--- src/rtl/trig_adc_averager.sv ---
// trig_adc_averager
// Trigger-synchronous ADC window averager. A trigger edge (rising, or
// rising/falling in differential mode) starts a measurement: wait OFFSET
// cycles for settling, sum 2^LOG2_N consecutive samples, and store the
// truncated mean as J_POS (rising) or J_NEG (falling). In differential
// mode a falling measurement that follows a rising one also produces
// DJ = J_POS - J_NEG.
//
// Ports
//   adc_clk  in   sole clock, rising edge
//   rst_n    in   asynchronous active-low reset
//   trig_in  in   asynchronous trigger square wave
//   adc_in   in   ADC sample (unsigned), synchronous to adc_clk
//   en       in   enable; low aborts to IDLE and clears overrun/pairing
//   mode     in   0 = rising edges only, 1 = rising and falling edges
//   offset   in   settling delay in adc_clk cycles
//   j_pos    out  mean of last rising-edge window
//   j_neg    out  mean of last falling-edge window
//   dj       out  signed j_pos - j_neg
//   valid    out  one-cycle result strobe
//   busy     out  measurement in progress
//   overrun  out  sticky: trigger edge seen while busy
//
// State table
//   S_IDLE  | waiting for a qualifying trigger edge
//   S_DELAY | settling countdown after the trigger
//   S_ACCUM | summing the sample window
//   S_DONE  | storing the window mean
module trig_adc_averager #(
  parameter int ADC_W    = 12,
  parameter int LOG2_N   = 4,
  parameter int OFFSET_W = 16
) (
  input  logic                adc_clk,
  input  logic                rst_n,
  input  logic                trig_in,
  input  logic [ADC_W-1:0]    adc_in,
  input  logic                en,
  input  logic                mode,
  input  logic [OFFSET_W-1:0] offset,
  output logic [ADC_W-1:0]    j_pos,
  output logic [ADC_W-1:0]    j_neg,
  output logic [ADC_W:0]      dj,
  output logic                valid,
  output logic                busy,
  output logic                overrun
);

  localparam int ACC_W = ADC_W + LOG2_N;
  localparam int CNT_W = (OFFSET_W > LOG2_N) ? OFFSET_W : LOG2_N;
  localparam logic [CNT_W-1:0] WIN_LAST = CNT_W'((1 << LOG2_N) - 1);

  typedef enum logic [1:0] {
    S_IDLE  = 2'd0,
    S_DELAY = 2'd1,
    S_ACCUM = 2'd2,
    S_DONE  = 2'd3
  } state_t;

  state_t state_q, state_d;

  logic             trig_s1, trig_s2, trig_s3;
  logic [2:0]       warm;
  logic             hist_ok, rise_det, fall_det, edge_det, start;
  logic [CNT_W-1:0] cnt;
  logic [ACC_W-1:0] acc;
  logic             pol_q;
  logic             mode_q;
  logic             pair;
  logic             post_vld;
  logic             post_dj;
  logic [ADC_W-1:0] mean;
  logic [ADC_W:0]   diff;

  // Two synchronizer flops plus one history flop.
  always_ff @(posedge adc_clk or negedge rst_n) begin
    if (!rst_n) begin
      trig_s1 <= 1'b0;
      trig_s2 <= 1'b0;
      trig_s3 <= 1'b0;
      warm    <= '0;
    end else begin
      trig_s1 <= trig_in;
      trig_s2 <= trig_s1;
      trig_s3 <= trig_s2;
      warm    <= {warm[1:0], 1'b1};
    end
  end

  // Edges are only trusted once the history flop holds a real synchronized
  // sample; otherwise a trigger held high through reset looks like a rise.
  assign hist_ok  = warm[2];
  assign rise_det = hist_ok & trig_s2 & ~trig_s3;
  assign fall_det = hist_ok & ~trig_s2 & trig_s3;
  assign edge_det = rise_det | (mode & fall_det);
  assign start    = en & edge_det & (state_q == S_IDLE);

  assign busy = (state_q != S_IDLE);
  assign mean = acc[ACC_W-1:LOG2_N];
  assign diff = {1'b0, j_pos} - {1'b0, j_neg};

  always_ff @(posedge adc_clk or negedge rst_n) begin
    if (!rst_n) state_q <= S_IDLE;
    else        state_q <= state_d;
  end

  always_comb begin
    state_d = state_q;
    case (state_q)
      S_IDLE:  if (start) state_d = (offset == '0) ? S_ACCUM : S_DELAY;
      S_DELAY: if (cnt == '0) state_d = S_ACCUM;
      S_ACCUM: if (cnt == '0) state_d = S_DONE;
      S_DONE:  state_d = S_IDLE;
      default: state_d = S_IDLE;
    endcase
    if (!en) state_d = S_IDLE;
  end

  always_ff @(posedge adc_clk or negedge rst_n) begin
    if (!rst_n) begin
      cnt      <= '0;
      acc      <= '0;
      pol_q    <= 1'b0;
      mode_q   <= 1'b0;
      pair     <= 1'b0;
      post_vld <= 1'b0;
      post_dj  <= 1'b0;
      j_pos    <= '0;
      j_neg    <= '0;
      dj       <= '0;
      valid    <= 1'b0;
      overrun  <= 1'b0;
    end else if (!en) begin
      cnt      <= '0;
      acc      <= '0;
      pair     <= 1'b0;
      post_vld <= 1'b0;
      post_dj  <= 1'b0;
      valid    <= 1'b0;
      overrun  <= 1'b0;
    end else begin
      valid    <= 1'b0;
      post_vld <= 1'b0;
      post_dj  <= 1'b0;

      if (busy && edge_det) overrun <= 1'b1;

      // Result stage one cycle after DONE: J registers are already current.
      if (post_vld) begin
        valid <= 1'b1;
        pair  <= 1'b0;
        if (post_dj) dj <= diff;
      end

      case (state_q)
        S_IDLE: begin
          if (edge_det) begin
            pol_q  <= rise_det;
            mode_q <= mode;
            acc    <= '0;
            cnt    <= (offset == '0) ? WIN_LAST : CNT_W'(offset) - CNT_W'(1);
          end
        end
        S_DELAY: begin
          if (cnt == '0) cnt <= WIN_LAST;
          else           cnt <= cnt - CNT_W'(1);
        end
        S_ACCUM: begin
          acc <= acc + ACC_W'(adc_in);
          if (cnt != '0) cnt <= cnt - CNT_W'(1);
        end
        S_DONE: begin
          if (pol_q) begin
            j_pos <= mean;
            if (!mode_q) post_vld <= 1'b1;
            else         pair     <= 1'b1;
          end else begin
            j_neg <= mean;
            if (pair) begin
              post_vld <= 1'b1;
              post_dj  <= 1'b1;
            end
          end
        end
        default: ;
      endcase
    end
  end

endmodule

--- config.mk ---
export PLATFORM = sky130hd
export DESIGN_NAME = trig_adc_averager
export DESIGN_NICKNAME = d
export VERILOG_FILES = /design/src/rtl/trig_adc_averager.sv
export SDC_FILE = /design/constraint.sdc
export NUM_CORES = 1
export LEC_CHECK = 0
export ABC_AREA = 1
export CAP_MARGIN = 20
export CORE_MARGIN = 1
export CORE_UTILIZATION = 61
export DETAILED_ROUTE_END_ITERATION = 16
export PLACE_DENSITY = 0.87
export SYNTH_ARGS = -nofsm -noshare
export SYNTH_HDL_FRONTEND = slang
export SYNTH_SLANG_ARGS = --single-unit
--- constraint.sdc ---
create_clock -name adc_clk -period 3.56 [get_ports adc_clk]
set_clock_uncertainty 0.2 [all_clocks]
set_input_delay 0.534 -clock adc_clk [delete_from_list [all_inputs] [get_ports adc_clk]]
set_output_delay 0.534 -clock adc_clk [all_outputs]
set_load 0.05 [all_outputs]
Word-level counts from Yosys, hierarchy flattened
Index checks and enable logic that the tools add are counted.
Widths: inputs -> output; s select.
- register bits: 84
- input port bits: 33
- logic and storage cells: 88
- output and inout port bits: 40
- muxes and demuxes: 32
- reduce and logical (&&, ||, !) cells: 13
- eq/ne operators: 11
- $add $sub $neg: 4
- bitwise logic cells: 11
- operators with widths (cell ; count):
    $mux 16 ; 7
    $pmux 16 s3 ; 1
    $logic_not 16->1 ; 2
    $pmux 16 s2 ; 1
    $sub 16x1->16 const B ; 2
    $reduce_and 3->1 ; 6
    $mux 1 ; 17
    $add 16x12->16 ; 1
    $reduce_bool 16->1 ; 1
    $ne 3x3->1 const B ; 5
    $sub 12x12->13 ; 1
    $mux 2 ; 5
    $pmux 2 s4 ; 1
    $and 1x1->1 ; 7
    $eq 2x2->1 const B ; 2
    $ne 4x1->1 const B ; 1
    $ne 3x1->1 const B ; 1
    $not 1->1 ; 3
    $eq 2x1->1 const B ; 1
    $logic_not 2->1 ; 1
    $ne 2x1->1 const B ; 1
    $reduce_and 2->1 ; 1
    $reduce_bool 2->1 ; 1
    $logic_and 1x1->1 ; 1
    $or 1x1->1 ; 1

Depth between registers and ports, before layout
Gate-level depths: netlist of the first run.
- depth after elaboration: 10
- mapped depth: 13

Worst setup path before layout of the first run
No wires, ideal clock.
- kind: reg2reg
- from: reg j_pos[0]
- to: reg dj[8]
- buffers on the path: 0
- slack: 1.373 ns
- setup time: 0.135 ns
- stages on the path, launching flop included: 11
- data arrival time: 1.853 ns
- cell sequence: dfrtp_1 inv_1 ha_1 fa_1 inv_1 nand3_1 nand2_1 nand2_1 nand2_1 xnor2_1 o21ai_0
- word-level cells in the longest chain between the ends: 1
- ends and longest elaborated chain (element ; line ; RTL):
    start: declaration ; 41 ; output logic [ADC_W-1:0] j_pos,
    start signal: assignment ; 174 ; j_pos <= mean;
    $sub 12x12->13 ; 100 ; assign diff = {1'b0, j_pos} - {1'b0, j_neg};
    end signal: assignment ; 152 ; if (post_dj) dj <= diff;
    end: declaration ; 43 ; output logic [ADC_W:0] dj,
Every way passes these cells.
A chain may end at the register's enable or synchronous reset.

Worst setup path after layout of the first run
- from: reg state_q[0]
- to: out busy
- word-level cells in the longest chain between the ends: 1
- ends and longest elaborated chain (element ; line ; RTL):
    start: declaration ; 60 ; state_t state_q, state_d;
    start signal: assignment ; 104 ; else state_q <= state_d;
    $reduce_bool 2->1 ; 98 ; assign busy = (state_q != S_IDLE);
    end: declaration ; 45 ; output logic busy,
Every way passes these cells.

==> results of run 1 <==
## area by class of cell
cell class	count	area (um^2)	area share [%]
flip-flops and latches	84	2100	31.0
inverters	96	360	5.31
clock buffers	9	124	1.83
multi-input cells	607	3180	46.8
repair buffers	76	771	11.4
clock inverters	6	113	1.66
well taps	111	139	2.05
## power groups by stage
stage | logic [mW] | clock network [mW] | registers, mW
4_1_cts | 2.14 | 0.827 | 1.23
2_1_floorplan | 1.59 | 0 | 1.29
5_1_grt | 2.44 | 0.872 | 1.25
3_5_place_dp | 2.12 | 0 | 1.25
6_report | 2.17 | 0.822 | 1.24
3_3_place_gp | 2.06 | 0 | 1.24
## per-layer routing
layer  global-route usage [%]  vias up  wire length, um
li1                         -     2717                -
met1                     40.4     2581             6080
met2                     50.6      229             6630
met3                     6.67       30             1080
met4                     10.3        0              245
met5                        0        -                0
## critical path: stages, from the launching register on
cell                              delay [ns]
sky130_fd_sc_hd__dfrtp_1                0.39
sky130_fd_sc_hd__inv_1                  0.09
sky130_fd_sc_hd__ha_1                   0.29
sky130_fd_sc_hd__inv_2                  0.17
sky130_fd_sc_hd__clkdlybuf4s50_1        0.83
## stage by stage
stage               std cells  setup WS (ns)  cell area, um^2  utilization, %
finish                    989          0.709             6790            74.1
global route              989          0.630             6790            74.1
CTS                       987          0.719             6750            73.7
detailed placement        972          0.774             6510            71.2
global placement          972          0.887             6510            71.2
floorplan                 802           1.37             5730               -
## sequential cells by signal, indices dropped and copies added (netlist names), 2 cells and up
signal / count
dj: 13
acc: 16
state_q: 2
j_neg: 12
warm: 3
cnt: 16
j_pos: 12
## final timing paths
| path | end | slack (ns) | cells past startpoint |
|---|---|---|---|
| worst min-delay path | warm[2] | 0.16 | 0 |
| max in group asynchronous | dj[4] | 2.20 | 3 |
| worst min register to register | warm[2] | 0.16 | 0 |
| worst max-delay path | busy | 0.71 | 4 |
| min in group asynchronous | cnt[9] | 0.34 | 2 |
| worst max register to register | cnt[14] | 1.00 | 9 |
## repair_timing
item,CTS,global route
endpoints found under the hold margin,0,9
hold buffers,0,1
setup endpoints to repair,0,0
## logic make-up after synthesis
| kind of cell | Yosys count | share of synthesized area (%) |
|---|---|---|
| compound gates | 99 | 9.54 |
| fa+ha+maj | 32 | 7.25 |
| xor+xnor | 15 | 2.29 |
| other cells | 1 | 0.0654 |
| flops | 84 | 36.7 |
| simple gates | 460 | 36.3 |
| buf+inv | 111 | 7.88 |
## cells in the final DEF (no fill, tap or decap), types with 2 or more instances in the layout
| cell type | Yosys | final |
|---|---|---|
| sky130_fd_sc_hd__a21o_1 | 3 | 3 |
| sky130_fd_sc_hd__a21oi_1 | 22 | 22 |
| sky130_fd_sc_hd__a22o_1 | 2 | 2 |
| sky130_fd_sc_hd__buf_4 | 2 | 3 |
| sky130_fd_sc_hd__bufinv_16 | 0 | 3 |
| sky130_fd_sc_hd__clkbuf_8 | 0 | 9 |
| sky130_fd_sc_hd__clkdlybuf4s50_1 | 0 | 71 |
| sky130_fd_sc_hd__dfrtp_1 | 84 | 84 |
| sky130_fd_sc_hd__fa_1 | 2 | 2 |
| sky130_fd_sc_hd__ha_1 | 30 | 30 |
| sky130_fd_sc_hd__inv_1 | 90 | 90 |
| sky130_fd_sc_hd__inv_2 | 6 | 6 |
| sky130_fd_sc_hd__nand2_1 | 273 | 273 |
| sky130_fd_sc_hd__nand2_2 | 5 | 5 |
| sky130_fd_sc_hd__nand3_1 | 74 | 74 |
| sky130_fd_sc_hd__nand3_2 | 11 | 11 |
| sky130_fd_sc_hd__nand3_4 | 2 | 2 |
| sky130_fd_sc_hd__nand3b_1 | 4 | 4 |
| sky130_fd_sc_hd__nand4_1 | 6 | 6 |
| sky130_fd_sc_hd__nand4_4 | 2 | 2 |
| sky130_fd_sc_hd__nor2_1 | 60 | 60 |
| sky130_fd_sc_hd__nor2_2 | 8 | 8 |
| sky130_fd_sc_hd__nor2_8 | 2 | 2 |
| sky130_fd_sc_hd__nor3_1 | 6 | 6 |
| sky130_fd_sc_hd__o211ai_1 | 2 | 2 |
| sky130_fd_sc_hd__o21ai_0 | 58 | 58 |
| sky130_fd_sc_hd__o21bai_1 | 3 | 3 |
| sky130_fd_sc_hd__o22ai_1 | 3 | 3 |
| sky130_fd_sc_hd__or2_2 | 4 | 4 |
| sky130_fd_sc_hd__xnor2_1 | 10 | 10 |
| sky130_fd_sc_hd__xor2_1 | 5 | 5 |
==> run_results.csv, run 1 <==
group,metric,value,unit
power,power_leakage,3.47,nW
route,wire_per_inst,14.2,um
yosys,synth.top_cells.by_count,"273 x sky130_fd_sc_hd__nand2_1, 90 x sky130_fd_sc_hd__inv_1, 84 x sky130_fd_sc_hd__dfrtp_1",
floorplanning,design.portCount,73,
placed_design,dp_hpwl,10.4,mm
sta,max_slew_headroom_at_the_worst_pin,41.4,%
yosys,ys.warnings.count,0,
grt,track_usage,30.8,%
floorplanning,floorplan.initialDensity,62.6,%
power,clock_power_share,19.4,%
finish,drive_above_1_share,7.06,%
placed_design,port-buffer-count,72,
sta,slew_at_the_pin_closest_to_its_max_slew_limit,0.877,ns
cts,cts.root.buffer_cell,"sky130_fd_sc_hd__clkbuf_8",
power,power,4.23,mW
cts,clk_pin_slew_worst_paths,0.09,ns
finish,area_delta_synth_final,18.4,%
yosys,post-synth-top-count-cell,"sky130_fd_sc_hd__nand2_1",
cts,cts-buffers-inserted,9,
critical_path,endpoint_kind,"output pin",
yosys,avgSynthCellArea,7.15,um^2
route,initial_drc_count,452,
floorplanning,core_area,0.00915,mm^2
yosys,ys_async_sr_fraction,100,%
route,route.vias.total,5557,
critical_path,start_kind,"flop",
grt,wire_length_of_the_first_global_routing_pass,24.1,mm
power,power.density_cell_area,623,mW/mm^2
finish,fillCellCount,715,
route,vias_per_cell,5.62,
floorplanning,floorplan.die.width,98.9,um
route,drc,0,
cts,numClockSinks,84,
yosys,synth_seq_area_share,36.7,%
yosys,post-synth-top-area-fraction,36.7,%
sta,final.hold.worst_slack,0.157,ns
power,cell_internal_power,2.28,mW
sta,drv_slew,0,
grt,grt_max_degree,85,
sta,rsz0062_at_grt,"false",
route,postRouteAntennaNets,0,
yosys,dominantRegCellSynth,"sky130_fd_sc_hd__dfrtp_1",
sta,layout_min_cycle_time,2.85,ns
yosys,syn-cell-area,0.00573,mm^2
critical_path,critical_path.startpoint,"state_q[0]",
grt,grt_pass1_vias,5313,
finish,nNetsFinal,939,
hold_path,min-delay-path-class,"flop to flop",
yosys,synthesis.instances,802,
sta,fin_tns_setup,0,ns
run,max_cap_violations,0,
sta,post-route-period-util,80.1,%
sta,final-setup-viol-count,0,
cts,postCtsSetupBuffers,0,
power,switching_share,46.0,%
critical_path,worst-path-max-fanout,5,
cts,post_cts_sizing_count,0,
floorplanning,die-height,98.9,um
cts,cts.path.max_buffers,2,
route,dr.pass1.iters,6,
power,ir_drop,479,uV
cts,tritoncts,"built",
hold_path,holdCritStartpoint,"warm[1]",
critical_path,timing.setup.critical_path_class,"flop to output pin",
floorplanning,placement_rows,35,
yosys,synth_cell_types,42,
grt,global_route.overflow_total,0,
yosys,postSynthNetCount,867,
critical_path,crit_arrival,2.12,ns
grt,initial_antenna_violation_count,0,
power,sequentialPowerShare,29.3,%
critical_path,timing.rr.start,"state_q[0]",
cts,worst_skew_pair.late_latency,0.36,ns
yosys,synth_top_area_cell,"sky130_fd_sc_hd__dfrtp_1",
yosys,ys_seq_elements,84,
yosys,synth_enable_flop_cells,0,
critical_path,required_time_reported_for_the_critical_path_endpoint,2.83,ns
placed_design,place_congestion,0.934,
sta,max_freq,0.351,GHz
outcome,status,"finished, final reports clean",
power,combinationalPowerShare,51.3,%
power,p_sw,1.95,mW
route,routed_wirelength,14.0,mm
finish,num_antenna_cells,0,
yosys,yosys-top-cells-area,"sky130_fd_sc_hd__dfrtp_1 37%, sky130_fd_sc_hd__nand2_1 18%, sky130_fd_sc_hd__ha_1 6.5%",
sta,finalHoldViolCount,0,
cts,clock_tree.htree_level_count,3,
floorplanning,dieArea,0.00979,mm^2
(Power assumes the default switching activity.)
==> inputs of run 2 (changes only) <==
--- a/config.mk
+++ b/config.mk
@@ -8,9 +8,9 @@
 export ABC_AREA = 1
 export CAP_MARGIN = 20
 export CORE_MARGIN = 1
-export CORE_UTILIZATION = 61
+export CORE_UTILIZATION = 56
 export DETAILED_ROUTE_END_ITERATION = 16
-export PLACE_DENSITY = 0.87
+export PLACE_DENSITY = 0.81
 export SYNTH_ARGS = -nofsm -noshare
 export SYNTH_HDL_FRONTEND = slang
 export SYNTH_SLANG_ARGS = --single-unit
==> constraint.sdc (replaced) <==
create_clock -name adc_clk -period 2.75 [get_ports adc_clk]
set_clock_uncertainty 0.2 [all_clocks]
set_input_delay 0.4125 -clock adc_clk [delete_from_list [all_inputs] [get_ports adc_clk]]
set_output_delay 0.4125 -clock adc_clk [all_outputs]
set_load 0.05 [all_outputs]
==> run 2 against run 1 <==
Effect of this change:
- setup slack got worse by 0.31 ns
- clock power fell by 7.1%
- count of clock-buffer cells in the layout did not move
- utilization fell by 5.5 points
- highest routed layer unchanged
==> run_results.csv, run 2 (synthesis results as in run 1) <==
group,metric,value,unit
finish,nNetsFinal,945,
hold_path,number_of_instances_on_the_worst_hold_path,0,
cts,tritoncts,"built",
hold_path,worst_hold_path.endpoint,"warm[2]",
placed_design,port-buffer-count,72,
power,power.density_cell_area,763,mW/mm^2
route,postRouteAntennaNets,0,
critical_path,worstPathCellList,"inv_1, ha_1, inv_2, dlymetal6s2s_1",
finish,postLayoutCellArea,0.00677,mm^2
placed_design,dp_hpwl,10.7,mm
route,drc,0,
floorplanning,placement_rows,36,
grt,track_usage,28.0,%
finish,reg_top3,"acc: 16 flops, cnt: 16 flops, dj: 13 flops",
cts,cts.root.buffer_cell,"sky130_fd_sc_hd__clkbuf_8",
floorplanning,die-height,103,um
cts,cts.path.max_buffers,2,
sta,max_freq,0.425,GHz
critical_path,timing.setup.critical_path_class,"flop to output pin",
finish,fillCellCount,841,
critical_path,crit_path_top_delay_cell,"sky130_fd_sc_hd__dlymetal6s2s_1",
floorplanning,dieArea,0.0106,mm^2
cts,numClockSinks,84,
grt,wire_length_of_the_first_global_routing_pass,22.7,mm
cts,postCtsSetupBuffers,0,
finish,final_cell_mix,"273 x sky130_fd_sc_hd__nand2_1, 90 x sky130_fd_sc_hd__inv_1, 84 x sky130_fd_sc_hd__dfrtp_1",
critical_path,timing.reg2reg.worst_path_depth,8,
finish,area_delta_synth_final,18.2,%
sta,final_critical_path_setup_slack,0.399,ns
grt,grt_max_degree,51,
placed_design,place_congestion,0.880,
grt,global_route.overflow_total,0,
route,routed_wirelength,13.8,mm
outcome,status,"finished, final reports clean",
finish,final_common_cell,"sky130_fd_sc_hd__nand2_1",
cts,worst_skew_pair.late_latency,0.37,ns
power,ir_drop,462,uV
sta,rsz0062_at_grt,"false",
cts,clk_pin_slew_worst_paths,0.08,ns
route,vias_per_cell,5.31,
sta,finalHoldViolCount,0,
floorplanning,floorplan.initialDensity,58.1,%
hold_path,holdCritStartpoint,"warm[1]",
sta,fin_tns_setup,0,ns
sta,post-route-period-util,85.5,%
critical_path,worstReg2RegEnd,"acc[1]",
critical_path,longest_individual_stage_delay_on_the_worst_path,0.44,ns
route,route.vias.total,5397,
sta,max_slew_headroom_at_the_worst_pin,64.8,%
sta,final-setup-viol-count,0,
grt,initial_antenna_violation_count,0,
cts,cts-buffers-inserted,9,
critical_path,timing.rr.start,"state_q[0]",
route,initial_drc_count,362,
placed_design,place_area,0.00661,mm^2
critical_path,setup.reg_to_reg.worst_slack,0.58,ns
run,max_cap_violations,0,
sta,slew_at_the_pin_closest_to_its_max_slew_limit,0.527,ns
cts,clock_tree.htree_level_count,3,
sta,drv_slew,0,
floorplanning,core_area,0.00986,mm^2
route,dr.pass1.iters,5,
critical_path,required_time_reported_for_the_critical_path_endpoint,2.14,ns
floorplanning,floorplan.die.width,103,um
power,power_leakage,3.47,nW
route,wire_per_inst,13.6,um
sta,layout_min_cycle_time,2.35,ns
critical_path,start_kind,"flop",
placed_design,place_worst_setup_slack,0.223,ns
hold_path,min-delay-path-class,"flop to flop",
finish,num_antenna_cells,0,
critical_path,worst-path-max-fanout,5,
finish,drive_above_1_share,7.59,%
grt,grt_pass1_vias,4816,
floorplanning,design.portCount,73,
critical_path,endpoint_kind,"output pin",
critical_path,crit_arrival,1.74,ns
-- run 2: worst max-delay path by stage --
| stage | from | endpoint | slack (ns) | depth (start not counted) |
|---|---|---|---|---|
| 2_1_floorplan | j_pos[0] | dj[8] | 0.56 | 10 |
| 3_3_place_gp | offset[0] | cnt[6] | 0.32 | 10 |
| 3_5_place_dp | offset[0] | cnt[5] | 0.22 | 10 |
| 4_1_cts | state_q[0] | busy | 0.03 | 4 |
| 5_1_grt | state_q[0] | busy | 0.32 | 4 |
| 6_report | state_q[0] | busy | 0.40 | 4 |
-- run 2: cell type report --
cell class                      count  area [um^2]  area share [%]
Clock buffer                        9          124            1.83
Clock inverter                      5         31.3           0.462
Inverter                           96          360            5.32
Multi-Input combinational cell    607         3180            46.9
Sequential cell                    84         2100            31.0
Tap cell                          133          166            2.46
Timing Repair Buffer               82          811            12.0
-- run 2: power breakdown --
part	switching [mW]	internal (mW)	total, mW
clock network	0.449	0.315	0.764
logic	1.83	0.972	2.80
registers	0.197	1.41	1.61
-- run 2: metal layers --
metal	GRT usage (%)	vias up	wire length (um)
met3	5.11	14	718
li1	-	2739	-
met1	41.3	2488	6840
met5	0	-	0
met2	42.6	156	6120
met4	6.93	0	144
-- run 2: metrics by stage --
step / util [%] / total power, mW / hold WS [ns] / std cells
floorplan: - / 3.73 / -0.0831 / 802
global placement: 67.0 / 4.32 / 0.134 / 1001
detailed placement: 67.0 / 4.38 / 0.138 / 1001
CTS: 68.6 / 5.16 / 0.157 / 1016
global route: 68.7 / 5.60 / 0.162 / 1016
finish: 68.7 / 5.17 / 0.154 / 1016
-- run 2: timing repair --
| action | CTS | global route |
|---|---|---|
| hold buffers | 1 | 0 |
| gates resized for setup | 0 | 1 |
| hold endpoints to repair | 34 | 0 |
| endpoints found under the setup margin | 0 | 1 |
-- run 2: worst max-delay path: cells and delay by family, from the launching register on --
family                   cells  cell delay [ns]
adder cells (fa/ha/maj)      1             0.28
buffers and inverters        3             0.70
flip-flops                   1             0.40
==> inputs of run 3 (changes only) <==
--- a/config.mk
+++ b/config.mk
@@ -10,7 +10,9 @@
 export CORE_MARGIN = 1
 export CORE_UTILIZATION = 56
 export DETAILED_ROUTE_END_ITERATION = 16
+export GPL_ROUTABILITY_DRIVEN = 0
 export PLACE_DENSITY = 0.81
+export REMOVE_ABC_BUFFERS = 1
 export SYNTH_ARGS = -nofsm -noshare
 export SYNTH_HDL_FRONTEND = slang
 export SYNTH_SLANG_ARGS = --single-unit
==> run 3 against run 2 <==
Effect of this change:
- die area is the same
- hold slack better by 0.013 ns
- first-iteration DRC count down 6.1%
==> run_results.csv, run 3 (synthesis results as in run 1) <==
group,metric,value,unit
finish,area_delta_synth_final,19.2,%
cts,numClockSinks,84,
critical_path,worst-path-max-fanout,5,
finish,nNetsFinal,945,
finish,reg_top3,"acc: 16 flops, cnt: 16 flops, dj: 13 flops",
grt,global_route.overflow_total,0,
sta,max_slew_headroom_at_the_worst_pin,57.5,%
route,drc,0,
placed_design,port-buffer-count,72,
finish,final_common_cell,"sky130_fd_sc_hd__nand2_1",
sta,final.hold.worst_slack,0.168,ns
grt,initial_antenna_violation_count,0,
route,route.vias.total,5587,
finish,num_antenna_cells,0,
finish,final-instance-count-excl-fill,1018,
sta,finalHoldViolCount,0,
cts,cts-buffers-inserted,9,
floorplanning,dieArea,0.0106,mm^2
power,power_leakage,3.49,nW
cts,cts.root.buffer_cell,"sky130_fd_sc_hd__clkbuf_8",
cts,cts.path.max_buffers,2,
critical_path,start_kind,"flop",
floorplanning,die-height,103,um
critical_path,endpoint_kind,"output pin",
sta,slew_at_the_pin_closest_to_its_max_slew_limit,0.637,ns
cts,clk_pin_slew_worst_paths,0.09,ns
floorplanning,placement_rows,36,
critical_path,crit_arrival,1.68,ns
floorplanning,floorplan.die.width,103,um
run,max_cap_violations,0,
placed_design,place_inst,1001,
critical_path,timing.setup.critical_path_class,"flop to output pin",
route,dr.pass1.iters,7,
critical_path,required_time_reported_for_the_critical_path_endpoint,2.14,ns
route,vias_per_cell,5.49,
sta,fin_tns_setup,0,ns
cts,tritoncts,"built",
finish,final_cell_mix,"273 x sky130_fd_sc_hd__nand2_1, 90 x sky130_fd_sc_hd__inv_1, 84 x sky130_fd_sc_hd__dfrtp_1",
floorplanning,floorplan.initialDensity,58.1,%
finish,fillCellCount,798,
grt,grt_max_degree,48,
floorplanning,design.portCount,73,
hold_path,min-delay-path-class,"flop to flop",
grt,wire_length_of_the_first_global_routing_pass,23.9,mm
route,routed_wirelength,14.2,mm
grt,track_usage,28.7,%
sta,final-setup-viol-count,0,
power,power.density_cell_area,789,mW/mm^2
route,initial_drc_count,340,
cts,worst_skew_pair.late_latency,0.36,ns
grt,grt_pass1_vias,5190,
outcome,status,"finished, final reports clean",
sta,layout_min_cycle_time,2.29,ns
floorplanning,core_area,0.00986,mm^2
cts,clock_tree.htree_level_count,3,
sta,max_freq,0.437,GHz
sta,post-route-period-util,83.2,%
finish,drive_above_1_share,7.68,%
route,wire_per_inst,14.0,um
placed_design,dp_hpwl,10.8,mm
route,postRouteAntennaNets,0,
power,ir_drop,574,uV
sta,drv_slew,0,
sta,rsz0062_at_grt,"false",
[run 3: path summary, 6_finish.rpt]
kind | end | slack [ns] | depth (start not counted) | from
worst max-delay path | busy | 0.46 | 4 | state_q[0]
worst min register to register | warm[1] | 0.17 | 0 | warm[0]
max in group asynchronous | acc[14] | 1.31 | 3 | rst_n
worst min-delay path | warm[1] | 0.17 | 0 | warm[0]
worst max register to register | acc[1] | 0.65 | 8 | state_q[0]
min in group asynchronous | state_q[1] | 0.41 | 2 | rst_n
[run 3: worst max-delay path: stages (launching register included)]
cell and delay (ns):
sky130_fd_sc_hd__dfrtp_1 0.39, sky130_fd_sc_hd__inv_1 0.09, sky130_fd_sc_hd__ha_1 0.27, sky130_fd_sc_hd__inv_2 0.14, sky130_fd_sc_hd__dlymetal6s2s_1 0.43
[run 3: cell type report]
cell class	instances	area (um^2)	share of cell area (%)
multi-input cells	607	3180	46.5
repair buffers	82	811	11.9
clock inverters	6	88.8	1.30
inverters	96	360	5.27
clock buffers	10	128	1.87
flip-flops and latches	84	2100	30.8
well taps	133	166	2.44
[run 3: through the flow]
stage               area, um^2  util, %  setup slack, ns  power [mW]
floorplan                 5640        -            0.473        3.64
global placement          6610     67.0            0.308        4.30
detailed placement        6610     67.0            0.236        4.39
CTS                       6830     69.3           0.0677        5.39
global route              6830     69.3            0.353        5.81
finish                    6830     69.3            0.462        5.39
[run 3: repair_timing]
item	in CTS	in global routing
hold buffers	1	0
endpoints found under the hold margin	45	0
buffers inserted	0	0
endpoints found under the setup margin	0	1
resized for setup	0	1
[run 3: metal layers]
metal  GRT usage (%)  routed length (um)  vias to the layer above
li1                -                   -                     2733
met1            39.1                6470                     2632
met2            47.4                6710                      187
met3            4.44                 744                       35
met4            9.10                 310                        0
met5               0                   0                        -
[run 3: report_power, final]
group	switching (mW)	internal, mW	total, mW
Sequential	0.195	1.41	1.60
Combinational	1.84	0.974	2.82
Clock	0.462	0.512	0.974
